==> config.mk <==
export PLATFORM = sky130hd
export DESIGN_NAME = despachar_ativo_flat
export DESIGN_NICKNAME = d
export VERILOG_FILES = /design/src/rtl/despachar_ativo_if.sv /design/src/rtl/despachar_ativo.sv /design/src/flat_wrapper.sv
export SDC_FILE = /design/constraint.sdc
export NUM_CORES = 1
export LEC_CHECK = 0
export CORE_ASPECT_RATIO = 0.6
export CORE_MARGIN = 3
export CORE_UTILIZATION = 25
export DETAILED_ROUTE_END_ITERATION = 6
export SLEW_MARGIN = 30
export SYNTH_ARGS = -nofsm -noshare
export SYNTH_HDL_FRONTEND = slang
export SYNTH_SLANG_ARGS = --single-unit
==> constraint.sdc <==
create_clock -name clk -period 2.3 [get_ports clk]
set_clock_uncertainty 0.1 [all_clocks]
set_input_delay 0.23 -clock clk [delete_from_list [all_inputs] [get_ports clk]]
set_output_delay 0.23 -clock clk [all_outputs]
set_load 0.03 [all_outputs]
==> src/rtl/despachar_ativo_if.sv <==
// Handshake bundle between the active-node dispatcher, the classifier and the
// node-table owner. The dispatcher takes the master view.
interface despachar_ativo_if #(
    parameter int NUM_NA         = 8,
    parameter int ADDR_WIDTH     = 8,
    parameter int CRITERIO_WIDTH = 5
);
    logic                             inicio_in;
    logic [NUM_NA-1:0]                na_ativo_in;
    logic [NUM_NA*CRITERIO_WIDTH-1:0] na_criterio_in;
    logic                             ca_pronto_in;
    logic [CRITERIO_WIDTH-1:0]        ca_criterio_geral_in;
    logic                             da_atualizar_out;
    logic                             da_valido_out;
    logic [ADDR_WIDTH-1:0]            da_endereco_out;
    logic                             da_aceito_in;
    logic [NUM_NA-1:0]                da_limpar_out;
    logic                             da_ocupado_out;
    logic                             da_fim_out;
    logic                             da_vazio_out;

    modport master (
        input  inicio_in, na_ativo_in, na_criterio_in, ca_pronto_in,
               ca_criterio_geral_in, da_aceito_in,
        output da_atualizar_out, da_valido_out, da_endereco_out,
               da_limpar_out, da_ocupado_out, da_fim_out, da_vazio_out
    );

    modport slave (
        output inicio_in, na_ativo_in, na_criterio_in, ca_pronto_in,
               ca_criterio_geral_in, da_aceito_in,
        input  da_atualizar_out, da_valido_out, da_endereco_out,
               da_limpar_out, da_ocupado_out, da_fim_out, da_vazio_out
    );
endinterface

==> src/rtl/despachar_ativo.sv <==
// Active-node dispatcher: requests a classifier update, latches the minimum
// criterion, then hands out every active node matching it, one per handshake.
module despachar_ativo #(
    parameter int NUM_NA         = 8,
    parameter int ADDR_WIDTH     = 8,
    parameter int CRITERIO_WIDTH = 5
) (
    input  logic                clk,
    input  logic                rst,
    despachar_ativo_if.master   bus
);
    localparam int IDX_W = $clog2(NUM_NA);
    localparam int CNT_W = $clog2(NUM_NA + 1);

    typedef enum logic [2:0] {
        OCIOSO, ATUALIZAR, ESPERAR, VARRER, OFERTAR, FINAL
    } estado_t;

    estado_t                   estado;
    estado_t                   proximo;
    logic [IDX_W-1:0]          idx;
    logic [CRITERIO_WIDTH-1:0] geral_q;
    logic [CNT_W-1:0]          contagem;
    logic [CRITERIO_WIDTH-1:0] criterio [NUM_NA];
    logic                      casa;
    logic                      ultimo;

    for (genvar g = 0; g < NUM_NA; g++) begin : g_criterio
        assign criterio[g] = bus.na_criterio_in[g*CRITERIO_WIDTH +: CRITERIO_WIDTH];
    end

    // Active flags are looked at live, so a slot retired mid-round is skipped.
    assign casa   = bus.na_ativo_in[idx] && (criterio[idx] == geral_q);
    assign ultimo = (idx == IDX_W'(NUM_NA - 1));

    // NOTE: state registers use non-blocking (<=) so every flop samples pre-edge values.
    always_ff @(posedge clk or posedge rst) begin
        if (rst) estado <= OCIOSO;
        else     estado <= proximo;
    end

    // NOTE: proximo gets a default before the case so no path leaves it unassigned (no latch).
    always_comb begin
        proximo = estado;
        case (estado)
            OCIOSO:    if (bus.inicio_in) proximo = ATUALIZAR;
            ATUALIZAR: proximo = ESPERAR;
            ESPERAR:   if (bus.ca_pronto_in) proximo = VARRER;
            VARRER: begin
                if (casa)        proximo = OFERTAR;
                else if (ultimo) proximo = FINAL;
            end
            OFERTAR:   if (bus.da_aceito_in) proximo = ultimo ? FINAL : VARRER;
            FINAL:     proximo = OCIOSO;
            default:   proximo = OCIOSO;
        endcase
    end

    always_ff @(posedge clk or posedge rst) begin
        if (rst) begin
            idx                 <= '0;
            geral_q             <= '1;
            contagem            <= '0;
            bus.da_valido_out   <= 1'b0;
            bus.da_endereco_out <= '0;
            bus.da_limpar_out   <= '0;
            bus.da_vazio_out    <= 1'b0;
        end else begin
            bus.da_limpar_out <= '0;
            case (estado)
                OCIOSO: begin
                    if (bus.inicio_in) begin
                        bus.da_vazio_out <= 1'b0;
                        contagem         <= '0;
                    end
                end
                ESPERAR: begin
                    if (bus.ca_pronto_in) begin
                        geral_q <= bus.ca_criterio_geral_in;
                        idx     <= '0;
                    end
                end
                VARRER: begin
                    if (casa) begin
                        bus.da_endereco_out <= ADDR_WIDTH'(idx);
                        bus.da_valido_out   <= 1'b1;
                    end else if (!ultimo) begin
                        idx <= idx + IDX_W'(1);
                    end
                end
                OFERTAR: begin
                    if (bus.da_aceito_in) begin
                        bus.da_valido_out <= 1'b0;
                        bus.da_limpar_out <= NUM_NA'(1) << idx;
                        contagem          <= contagem + CNT_W'(1);
                        if (!ultimo) idx <= idx + IDX_W'(1);
                    end
                end
                FINAL:   bus.da_vazio_out <= (contagem == '0);
                default: ;
            endcase
        end
    end

    assign bus.da_atualizar_out = (estado == ATUALIZAR);
    assign bus.da_ocupado_out   = (estado != OCIOSO);
    assign bus.da_fim_out       = (estado == FINAL);
endmodule

==> src/flat_wrapper.sv <==
// flat-port wrapper written by rule: the top's interface ports become plain ports
module despachar_ativo_flat 
#(
    parameter int NUM_NA         = 8,
    parameter int ADDR_WIDTH     = 8,
    parameter int CRITERIO_WIDTH = 5
)
  (clk, rst, bus_inicio_in, bus_na_ativo_in, bus_na_criterio_in, bus_ca_pronto_in, bus_ca_criterio_geral_in, bus_da_aceito_in, bus_da_atualizar_out, bus_da_valido_out, bus_da_endereco_out, bus_da_limpar_out, bus_da_ocupado_out, bus_da_fim_out, bus_da_vazio_out);
  despachar_ativo_if #(.NUM_NA(NUM_NA), .ADDR_WIDTH(ADDR_WIDTH), .CRITERIO_WIDTH(CRITERIO_WIDTH)) bus_i ();
  input  logic clk;
  input  logic rst;
  input wire logic [$bits(bus_i.inicio_in)-1:0] bus_inicio_in;
  input wire logic [$bits(bus_i.na_ativo_in)-1:0] bus_na_ativo_in;
  input wire logic [$bits(bus_i.na_criterio_in)-1:0] bus_na_criterio_in;
  input wire logic [$bits(bus_i.ca_pronto_in)-1:0] bus_ca_pronto_in;
  input wire logic [$bits(bus_i.ca_criterio_geral_in)-1:0] bus_ca_criterio_geral_in;
  input wire logic [$bits(bus_i.da_aceito_in)-1:0] bus_da_aceito_in;
  output wire logic [$bits(bus_i.da_atualizar_out)-1:0] bus_da_atualizar_out;
  output wire logic [$bits(bus_i.da_valido_out)-1:0] bus_da_valido_out;
  output wire logic [$bits(bus_i.da_endereco_out)-1:0] bus_da_endereco_out;
  output wire logic [$bits(bus_i.da_limpar_out)-1:0] bus_da_limpar_out;
  output wire logic [$bits(bus_i.da_ocupado_out)-1:0] bus_da_ocupado_out;
  output wire logic [$bits(bus_i.da_fim_out)-1:0] bus_da_fim_out;
  output wire logic [$bits(bus_i.da_vazio_out)-1:0] bus_da_vazio_out;
  assign bus_i.inicio_in = bus_inicio_in;
  assign bus_i.na_ativo_in = bus_na_ativo_in;
  assign bus_i.na_criterio_in = bus_na_criterio_in;
  assign bus_i.ca_pronto_in = bus_ca_pronto_in;
  assign bus_i.ca_criterio_geral_in = bus_ca_criterio_geral_in;
  assign bus_i.da_aceito_in = bus_da_aceito_in;
  assign bus_da_atualizar_out = bus_i.da_atualizar_out;
  assign bus_da_valido_out = bus_i.da_valido_out;
  assign bus_da_endereco_out = bus_i.da_endereco_out;
  assign bus_da_limpar_out = bus_i.da_limpar_out;
  assign bus_da_ocupado_out = bus_i.da_ocupado_out;
  assign bus_da_fim_out = bus_i.da_fim_out;
  assign bus_da_vazio_out = bus_i.da_vazio_out;
  despachar_ativo #(.NUM_NA(NUM_NA), .ADDR_WIDTH(ADDR_WIDTH), .CRITERIO_WIDTH(CRITERIO_WIDTH)) u_core (.clk(clk), .rst(rst), .bus(bus_i));
endmodule
# Word-level counts from Yosys, hierarchy flattened
# Cells that the tools add are included.
[totals]
register_bits = 28
word_cells = 69
[classes]
addsub = 2
order_cmp = 2
eq_ne = 13
shift = 1
muxes = 27
n_bitwise = 1
reduce_logical = 15
[ops]
columns = ["op", "count"]
rows = [
  ["3-bit 2-to-1 mux", 10],
  ["8-bit 2-to-1 mux", 2],
  ["5-bit binary-select mux with 3-bit select", 1],
  ["3-bit case mux with 5 select lines", 1],
  ["5-bit 2-to-1 mux", 2],
  ["3-bit == test, second input constant", 3],
  ["3-bit case mux with 3 select lines", 1],
  ["4-bit 2-to-1 mux", 2],
  ["2-bit inequality test, second input constant", 4],
  ["4-bit case mux with 2 select lines", 1],
  ["4-bit AND reduction", 2],
  ["1-bit by 3-bit << shifter with 8-bit output, first input constant", 1],
  ["3-bit by 2-bit == test with 1-bit output, second input constant", 2],
  ["2-bit AND reduction", 3],
  ["3-bit AND reduction", 2],
  ["2-bit nonzero test", 3],
  ["3-bit nonzero test", 2],
  ["5-bit == test", 1],
  ["4-bit by 1-bit adder with 4-bit output, second input constant", 1],
  ["4-bit greater-or-equal comparator, second input constant", 1],
  ["4-bit zero test", 1],
  ["3-bit by 4-bit less-than comparator with 1-bit output, second input constant", 1],
  ["1-bit 2-to-1 mux", 4],
  ["3-bit inverter with 4-bit output", 1],
  ["8 further kinds", 9],
]

# Logic depth before layout (Yosys ltp)
# Gate-level depths: netlist (run 1).
[logic_depth]
ltp_word = 8
ltp_mapped = 8

# Worst setup path after synthesis (run 1)
# OpenSTA, ideal clock, no wires.
[synth_path]
kind = "reg-to-reg"
startpoint = "register u_core.idx[1]"
endpoint = "register u_core.bus.da_endereco_out[0]"
setup_time_ns = 0.125
t_arrival_ns = 2.041
required_ns = 2.075
setup_slack_ns = 0.034
stages_incl_launch_ff = 8
path_buffers = 1
path_cell_list = "dfrtp_1 -> buf_6 -> and2_1 -> a22o_1 -> o21a_1 -> nor4b_4 -> nand4_4 -> mux2_4"
[synth_between]
elab_chain_len = 7
[synth_rtl]
columns = ["element", "line", "rtl"]
rows = [
  ["start, declared", "despachar_ativo.sv:21", "logic [IDX_W-1:0] idx;"],
  ["start signal, assigned", "despachar_ativo.sv:88", "idx <= idx + IDX_W'(1);"],
  ["start signal, assigned", "despachar_ativo.sv:96", "if (!ultimo) idx <= idx + IDX_W'(1);"],
  ["3-bit inverter with 4-bit output (not written as such)", "despachar_ativo.sv:33", "assign casa = bus.na_ativo_in[idx] && (criterio[idx] == geral_q);"],
  ["5-bit binary-select mux with 3-bit select", "despachar_ativo.sv:33", ""],
  ["5-bit 2-to-1 mux (not written as such) (2 in a row)", "despachar_ativo.sv:33", ""],
  ["5-bit == test", "despachar_ativo.sv:33", ""],
  ["1-bit logical AND (*)", "despachar_ativo.sv:33", ""],
  ["2-bit AND reduction (no source line) (*)", "--", ""],
  ["end signal, assigned", "despachar_ativo.sv:85", "bus.da_endereco_out <= ADDR_WIDTH'(idx);"],
  ["end, declared", "despachar_ativo_if.sv:25", "output da_atualizar_out, da_valido_out, da_endereco_out,"],
]
# Every way passes the cells marked *; elsewhere a longest branch is shown, timed or not. The select of a mux whose other input is x is not followed.
# A chain may end at the register's enable or synchronous reset.

# Final worst setup path (run 1)
[layout_path]
startpoint = "register u_core.idx[0]"
endpoint = "register u_core.idx[0]"
[layout_between]
elab_chain_len = 8
[layout_rtl]
columns = ["element", "line"]
rows = [
  ["3-bit inverter with 4-bit output (not written as such)", "despachar_ativo.sv:33"],
  ["5-bit binary-select mux with 3-bit select", "despachar_ativo.sv:33"],
  ["5-bit 2-to-1 mux (not written as such) (2 in a row)", "despachar_ativo.sv:33"],
  ["5-bit == test", "despachar_ativo.sv:33"],
  ["1-bit logical AND", "despachar_ativo.sv:33"],
  ["2-bit inequality test (no source line)", "--"],
  ["4-bit AND reduction (no source line)", "--"],
]
# Parallel ways exist; a longest one is shown, timed or not. The select of a mux whose other input is x is not followed.

==> results of run 1 <==
-- cells in the mapped netlist (3+ instances only) --
library cell and n:
nand3_1 10, nand4_1 3, mux2_2 5, dfstp_2 5, a22oi_1 6, buf_4 6
nand2_1 9, ha_1 8, a21oi_1 8, nor2_1 9, a22o_1 5, dfrtp_1 23
and3_1 11, mux2_4 3, o21ai_0 4, clkbuf_1 3, nor3_1 4, inv_1 10
mux2i_1 21, o211ai_1 3
-- repair_timing --
item | in CTS | in global routing
pin swaps | 0 | 2
gates resized for setup | 1 | 11
setup buffers | 0 | 1
setup endpoints to repair | 1 | 9
-- routing by layer --
metal	share of wire (%)	wire length, um
met5	0	0
met4	0.51	29
met3	7.5	424
met2	39	2180
met1	53	3000
-- flip-flops by register name, summed over array words and instances (netlist names) --
register	cells
u_core.bus.da_valido_out	1
u_core.geral_q	5
u_core.bus.da_vazio_out	1
u_core.idx	3
u_core.bus.da_limpar_out	8
u_core.estado	3
u_core.contagem	4
u_core.bus.da_endereco_out	3
-- final timing paths --
| path | cells after the start | endpoint | startpoint |
|---|---|---|---|
| setup / recovery | 8 | u_core.idx[0]$_DFFE_PP0P_ | u_core.idx[0]$_DFFE_PP0P_ |
| hold / removal | 3 | u_core.bus.da_limpar_out[0]$_DFF_PP0_ | rst |
| setup reg to reg | 8 | u_core.idx[0]$_DFFE_PP0P_ | u_core.idx[0]$_DFFE_PP0P_ |
| hold reg to reg | 2 | u_core.bus.da_valido_out$_DFFE_PP0P_ | u_core.bus.da_valido_out$_DFFE_PP0P_ |
| max in group asynchronous | 3 | u_core.geral_q[1]$_DFFE_PP1P_ | rst |
| min in group clk | 2 | u_core.bus.da_valido_out$_DFFE_PP0P_ | u_core.bus.da_valido_out$_DFFE_PP0P_ |
-- cell type report --
cell class,instances,area (sq um),share of cell area [%]
well taps,104,130,4.31
flip-flops and latches,28,708,23.4
inverters,10,37.5,1.24
repair buffers,90,878,29.1
clock inverters,1,30.0,0.994
clock buffers,3,75.1,2.49
multi-input cells,145,1160,38.4
-- cell usage in the layout (no fill, tap or decap), drive strengths merged, types with 3 or more instances in the layout --
cell,netlist,final
clkdlybuf4s50,0,73
dfrtp,23,23
mux2i,21,21
buf,11,17
and3,11,11
inv,10,10
nand3,10,10
nor2,9,9
nand2,9,9
a21oi,9,9
ha,8,8
mux2,8,8
a22oi,6,6
a22o,5,5
conb,1,5
dfstp,5,5
nor3,4,4
nand4,4,4
o21ai,4,4
o211ai,3,3
clkbuf,3,3
-- worst max-delay path, stage by stage (launching register included) --
cell and delay, ns:
dfrtp_2 0.45, buf_12 0.16, mux2i_1 0.11, a22o_1 0.24, nor3_1 0.35, nor4b_4 0.11
buf_4 0.17, o311a_1 0.34, o211ai_1 0.09
-- logic make-up after synthesis --
family,count (synthesis)
flip-flops,28
other,1
AO/OA/AOI/OAI,40
XOR/XNOR,2
buffers and inverters,24
multiplexers,31
AND/OR/NAND/NOR,59
adder cells (fa/ha/maj),8
-- power groups by stage --
stage / sequential, mW / clock [mW] / combinational [mW]
floorplan: 0.805 / 0 / 1.25
global placement: 0.817 / 0 / 1.81
detailed placement: 0.816 / 0 / 1.83
CTS: 0.808 / 0.544 / 1.85
global route: 0.845 / 0.558 / 2.09
finish: 0.819 / 0.528 / 1.92
==> impl_metrics.yaml, run 1 <==
clock_network:
  cts.sinks: 28
  hold_buffers: 0
  ctsHtreeMaxLevel: 1
  cts_inserted_buffers: 3
  cts.path.max_buffers: 2
  cts_root_buf: "clkbuf_16"
  clkTransAtPathRegs_ns: 0.07
  clock_latency_ns: 0.27
  cts_tree: "built"
floorplan:
  die-height_um: 74.6
  initial_utilization_pct: 26.3
  io_pins: 79
  fp.coreArea_sq_mm: 0.00745
  dieArea_sq_mm: 0.00898
  core.rowCount: 24
  dieWidth_um: 120
yosys:
  synth.avg_cell_area_sq_um: 10.2
  synthAdderAreaFrac_pct: 5.11
  synth_seq_area_share_pct: 36.1
  ys_top_cells_by_area: "dfrtp_1, mux2i_1, dfstp_2, ha_1, and3_1"
  synth_top_family_by_area: "multiplexers"
  synth_top_area_share_pct: 29.4
  ys_ff_latch: 28
  synth_compound_area_share_pct: 14.9
  synth_flop_cell: "dfrtp_1"
  synth_edf_count: 0
  synth_xor_area_share_pct: 0.893
  synthArstFlopShare_pct: 100
  muxShareOfSynthArea_pct: 18.2
  synth_top_cell_by_area: "dfrtp_1"
  yosys.area_share.simple_pct: 17.5
  synth_cell_types: 48
  syn_inst: 193
  yosysWarningCount: 0
  synthesis.area_sq_mm: 0.00196
finish:
  area_growth_pct: 54.1
  antennaDiodeCount: 0
  post-route-util_pct: 40.6
  nets: 344
  drive_gt1_share_pct: 17.0
  instances_no_fill: 381
  design_area_sq_mm: 0.00302
  fillCellCount: 765
sta:
  clock.fmax_mhz: 451
  post-route-min-period_ns: 2.22
  rsz0062_at_grt: "no"
  whs_ns: 0.235
  fin_ws_ns: 0.0834
  slew_viol_final: 0
  fin_crit_sh_pct: 96.4
  setup_tns_ns: 0
  hold_viol: 0
  setup_viol: 0
detailed_routing:
  wl_per_cell_um: 14.8
  drtIter0Drc: 106
  vias: 1759
  drtPass1Iterations: 4
  drcViolationCount: 0
  vias_per_cell: 4.62
  ant_nets: 0
  wl_um: 5630
power:
  sw_frac_of_total_pct: 39.5
  p_leak_nw: 1.31
  clkPwrFrac_pct: 16.2
  internal_power_mw: 1.98
  p_sw_mw: 1.29
  p_seq_share_pct: 25.1
  ir_drop_v: 0.000452
  total_power_mw: 3.27
  combPwrFrac_pct: 58.8
  power_density_mw_per_mm2: 1080
placed_design:
  place_ws_ns: 0.00580
  gp_congestion: 0.812
  io_buffers: 73
  dpl.hpwl_um: 4600
  place_inst: 376
  placed_area_sq_mm: 0.00287
critical_path:
  arrival_ns: 2.30
  crit_type: "reg -> reg"
  cp.required_ns: 2.38
  cp_max_fo: 10
  worstSetupEndpointType: "register"
  critPathLaunchType: "register"
  reg2reg_slack_ns: 0.08
grt:
  grt_pass1_vias: 1631
  grt_pass1_wl_um: 8670
  grt_max_degree: 29
  antenna_found_initial: 0
  use_met3_pct: 3.80
  grt_usage_pct: 12.3
  grt_overflow: 0
  grtUsageMet2_pct: 15.9
  globalRouteMet1Util_pct: 19.8
  top_usage_layer: "met1"
run_status:
  status: "complete, no violations"
run:
  max-cap-violations: 0
worst_hold_path:
  hp-class: "in -> async"
No activity file was read; power rests on OpenSTA's default activity.
==> run 2: changes to the inputs <==
--- a/config.mk
+++ b/config.mk
@@ -5,10 +5,12 @@
 export SDC_FILE = /design/constraint.sdc
 export NUM_CORES = 1
 export LEC_CHECK = 0
+export CAP_MARGIN = 10
 export CORE_ASPECT_RATIO = 0.6
 export CORE_MARGIN = 3
 export CORE_UTILIZATION = 25
 export DETAILED_ROUTE_END_ITERATION = 6
+export GPL_TIMING_DRIVEN = 0
 export SLEW_MARGIN = 30
 export SYNTH_ARGS = -nofsm -noshare
 export SYNTH_HDL_FRONTEND = slang
==> constraint.sdc (replaced) <==
create_clock -name clk -period 2.3 [get_ports clk]
set_clock_uncertainty 0.1 [all_clocks]
set_input_delay 0.23 -clock clk [delete_from_list [all_inputs] [get_ports clk]]
set_output_delay 0.23 -clock clk [all_outputs]
set_load 0.05 [all_outputs]
==> run 2 against run 1 <==
Highest routed layer unchanged. Largest power group unchanged. Power is 6.4% higher. Critical path type unchanged. Routed wire length is 0.16% higher. Sequential share of layout area is 0.77 points lower. The run now ends with negative setup slack left. Utilization is 1.3 points higher. Sequential power is 7.1% lower. Combinational power is 15% higher. Critical path depth is 1 lower. Global-route usage is 0.45 points lower. Hold slack better by 0.020 ns.
==> impl_metrics.yaml, run 2 (synthesis gave the netlist of run 1 again) <==
run_status:
  status: "complete, but fails checks"
  violations: "negative setup slack"
power:
  clkPwrFrac_pct: 14.9
  combPwrFrac_pct: 63.2
  ir_drop_v: 0.000453
  p_sw_mw: 1.43
  total_power_mw: 3.48
  p_leak_nw: 1.36
  p_seq_share_pct: 21.9
  power_density_mw_per_mm2: 1120
  internal_power_mw: 2.05
  sw_frac_of_total_pct: 41.0
clock_network:
  cts.sinks: 28
  hold_buffers: 0
  clkTransAtPathRegs_ns: 0.07
  ctsHtreeMaxLevel: 1
  cts_inserted_buffers: 3
  cts_root_buf: "clkbuf_16"
  clock_latency_ns: 0.27
  cts.path.max_buffers: 2
  cts_tree: "built"
placed_design:
  dpl.hpwl_um: 4420
  io_buffers: 73
  place_ws_ns: -0.288
  placed_area_sq_mm: 0.00284
  gp_congestion: 0.770
critical_path:
  critPathLaunch: "u_core.idx[2]$_DFFE_PP0P_"
  arrival_ns: 2.36
  crit_buf_inv: 1
  slowest_delay_ns: 0.40
  worst_path_dominant_cell_family: "simple AND/OR/NAND/NOR gates"
  critPathSlowestCell: "dfrtp_1"
  critPathLaunchType: "register"
  cp.required_ns: 2.35
  cp.depth: 7
  worstSetupEndpointType: "register"
  rr_startpoint: "u_core.idx[2]$_DFFE_PP0P_"
  r2r_cells: 7
  crit_type: "reg -> reg"
  path_cells: "buf_6 > and2_4 > a22o_4 > o21a_1 > nor4b_4 > nand4_4 > mux2_4"
  cp_max_fo: 10
run:
  max-cap-violations: 0
detailed_routing:
  wl_per_cell_um: 14.5
  wl_um: 5640
  vias_per_cell: 4.58
  drtIter0Drc: 81
  drtPass1Iterations: 4
  drcViolationCount: 0
  ant_nets: 0
  vias: 1780
grt:
  antenna_found_initial: 0
  grt_max_degree: 29
  grt_overflow: 0
  grt_pass1_wl_um: 8360
  grt_usage_pct: 11.8
  grt_pass1_vias: 1633
finish:
  layout_commonest_cell: "clkdlybuf4s50_1"
  antennaDiodeCount: 0
  fillCellCount: 750
  area_growth_pct: 59.0
  largest_reg_flops: 8
  mostFrequentLayoutCells: "clkdlybuf4s50_1, dfrtp_1, mux2i_1, buf_4, and3_1"
  nets: 352
  drive_gt1_share_pct: 20.7
  reg.largest.list: "u_core.bus.da_limpar_out x8, u_core.geral_q x5, u_core.contagem x4"
  regMostFlops: "u_core.bus.da_limpar_out"
  post-route-util_pct: 41.9
  design_area_sq_mm: 0.00312
sta:
  slew_headroom_pct: 43.8
  hold_viol: 0
  fin_ws_ns: -0.0125
  fin_crit_sh_pct: 101
  setup_viol: 3
  rsz0062_at_grt: "yes"
  post-route-min-period_ns: 2.31
  setup_tns_ns: -0.0300
  tightest_slew_ns: 0.836
  clock.fmax_mhz: 432
  slew_viol_final: 0
floorplan:
  die-height_um: 74.6
  io_pins: 79
  fp.coreArea_sq_mm: 0.00745
  core.rowCount: 24
  dieArea_sq_mm: 0.00898
  dieWidth_um: 120
  initial_utilization_pct: 26.3
worst_hold_path:
  hp-class: "in -> async"
run 2: power by group through the flow:
| stage | combinational, mW | clock, mW | sequential [mW] |
|---|---|---|---|
| 6_report | 2.20 | 0.519 | 0.761 |
| 5_1_grt | 2.37 | 0.547 | 0.779 |
| 4_1_cts | 1.99 | 0.531 | 0.754 |
| 3_5_place_dp | 1.84 | 0 | 0.768 |
| 3_3_place_gp | 1.81 | 0 | 0.765 |
| 2_1_floorplan | 1.27 | 0 | 0.858 |
run 2: what timing repair did:
item,in CTS,in global routing
setup endpoints to repair,13,10
gates resized for setup,13,14
pin swaps,3,6
setup buffers,5,6
run 2: worst register-to-register path: stages (launching register included):
cell and delay, ns:
dfrtp_1 0.40, buf_6 0.15, and2_4 0.16, a22o_4 0.25, o21a_1 0.19, nor4b_4 0.41
nand4_4 0.20, mux2_4 0.34
run 2: layout make-up:
class / instances / area (sq um) / share of cell area, %
buffer: 14 / 114 / 3.65
clock buffer: 3 / 75.1 / 2.41
clock inverter: 1 / 30.0 / 0.963
inverter: 10 / 37.5 / 1.20
multi-input combinational: 145 / 1210 / 39.0
sequential: 28 / 707 / 22.7
tap: 104 / 130 / 4.17
timing repair buffer: 84 / 810 / 26.0
run 2: metal layers:
metal | vias to the layer above | track usage, % | share of wire [%]
met5 | - | 0 | 0
met4 | 0 | 1.51 | 0.089
met3 | 2 | 3.34 | 6.4
met2 | 41 | 16.3 | 42
met1 | 849 | 18.6 | 52
li1 | 888 | - | -
run 2: final timing paths:
check / endpoint / slack, ns
max: u_core.bus.da_endereco_out[0]$_DFFE_PP0P_ / -0.01
min: u_core.bus.da_limpar_out[6]$_DFF_PP0_ / 0.26
max reg2reg: u_core.bus.da_endereco_out[0]$_DFFE_PP0P_ / -0.01
min reg2reg: u_core.bus.da_valido_out$_DFFE_PP0P_ / 0.38
max in group asynchronous: u_core.estado[2]$_DFFE_PP0P_ / 1.45
min in group clk: u_core.bus.da_valido_out$_DFFE_PP0P_ / 0.38
run 2: metrics by stage:
| step | instances | hold WS, ns |
|---|---|---|
| after floorplan | 197 | 0.192 |
| after global placement | 374 | 0.359 |
| after detailed placement | 374 | 0.364 |
| after CTS | 383 | 0.275 |
| after global routing | 389 | 0.322 |
| final | 389 | 0.255 |
==> run 3: changes to the inputs <==
--- a/config.mk
+++ b/config.mk
@@ -9,6 +9,7 @@
 export CORE_ASPECT_RATIO = 0.6
 export CORE_MARGIN = 3
 export CORE_UTILIZATION = 25
+export CTS_CLUSTER_SIZE = 10
 export DETAILED_ROUTE_END_ITERATION = 6
 export GPL_TIMING_DRIVEN = 0
 export SLEW_MARGIN = 30
==> results of run 3 <==
Same layout as run 2: the final DEF is identical, and so are final timing and power.
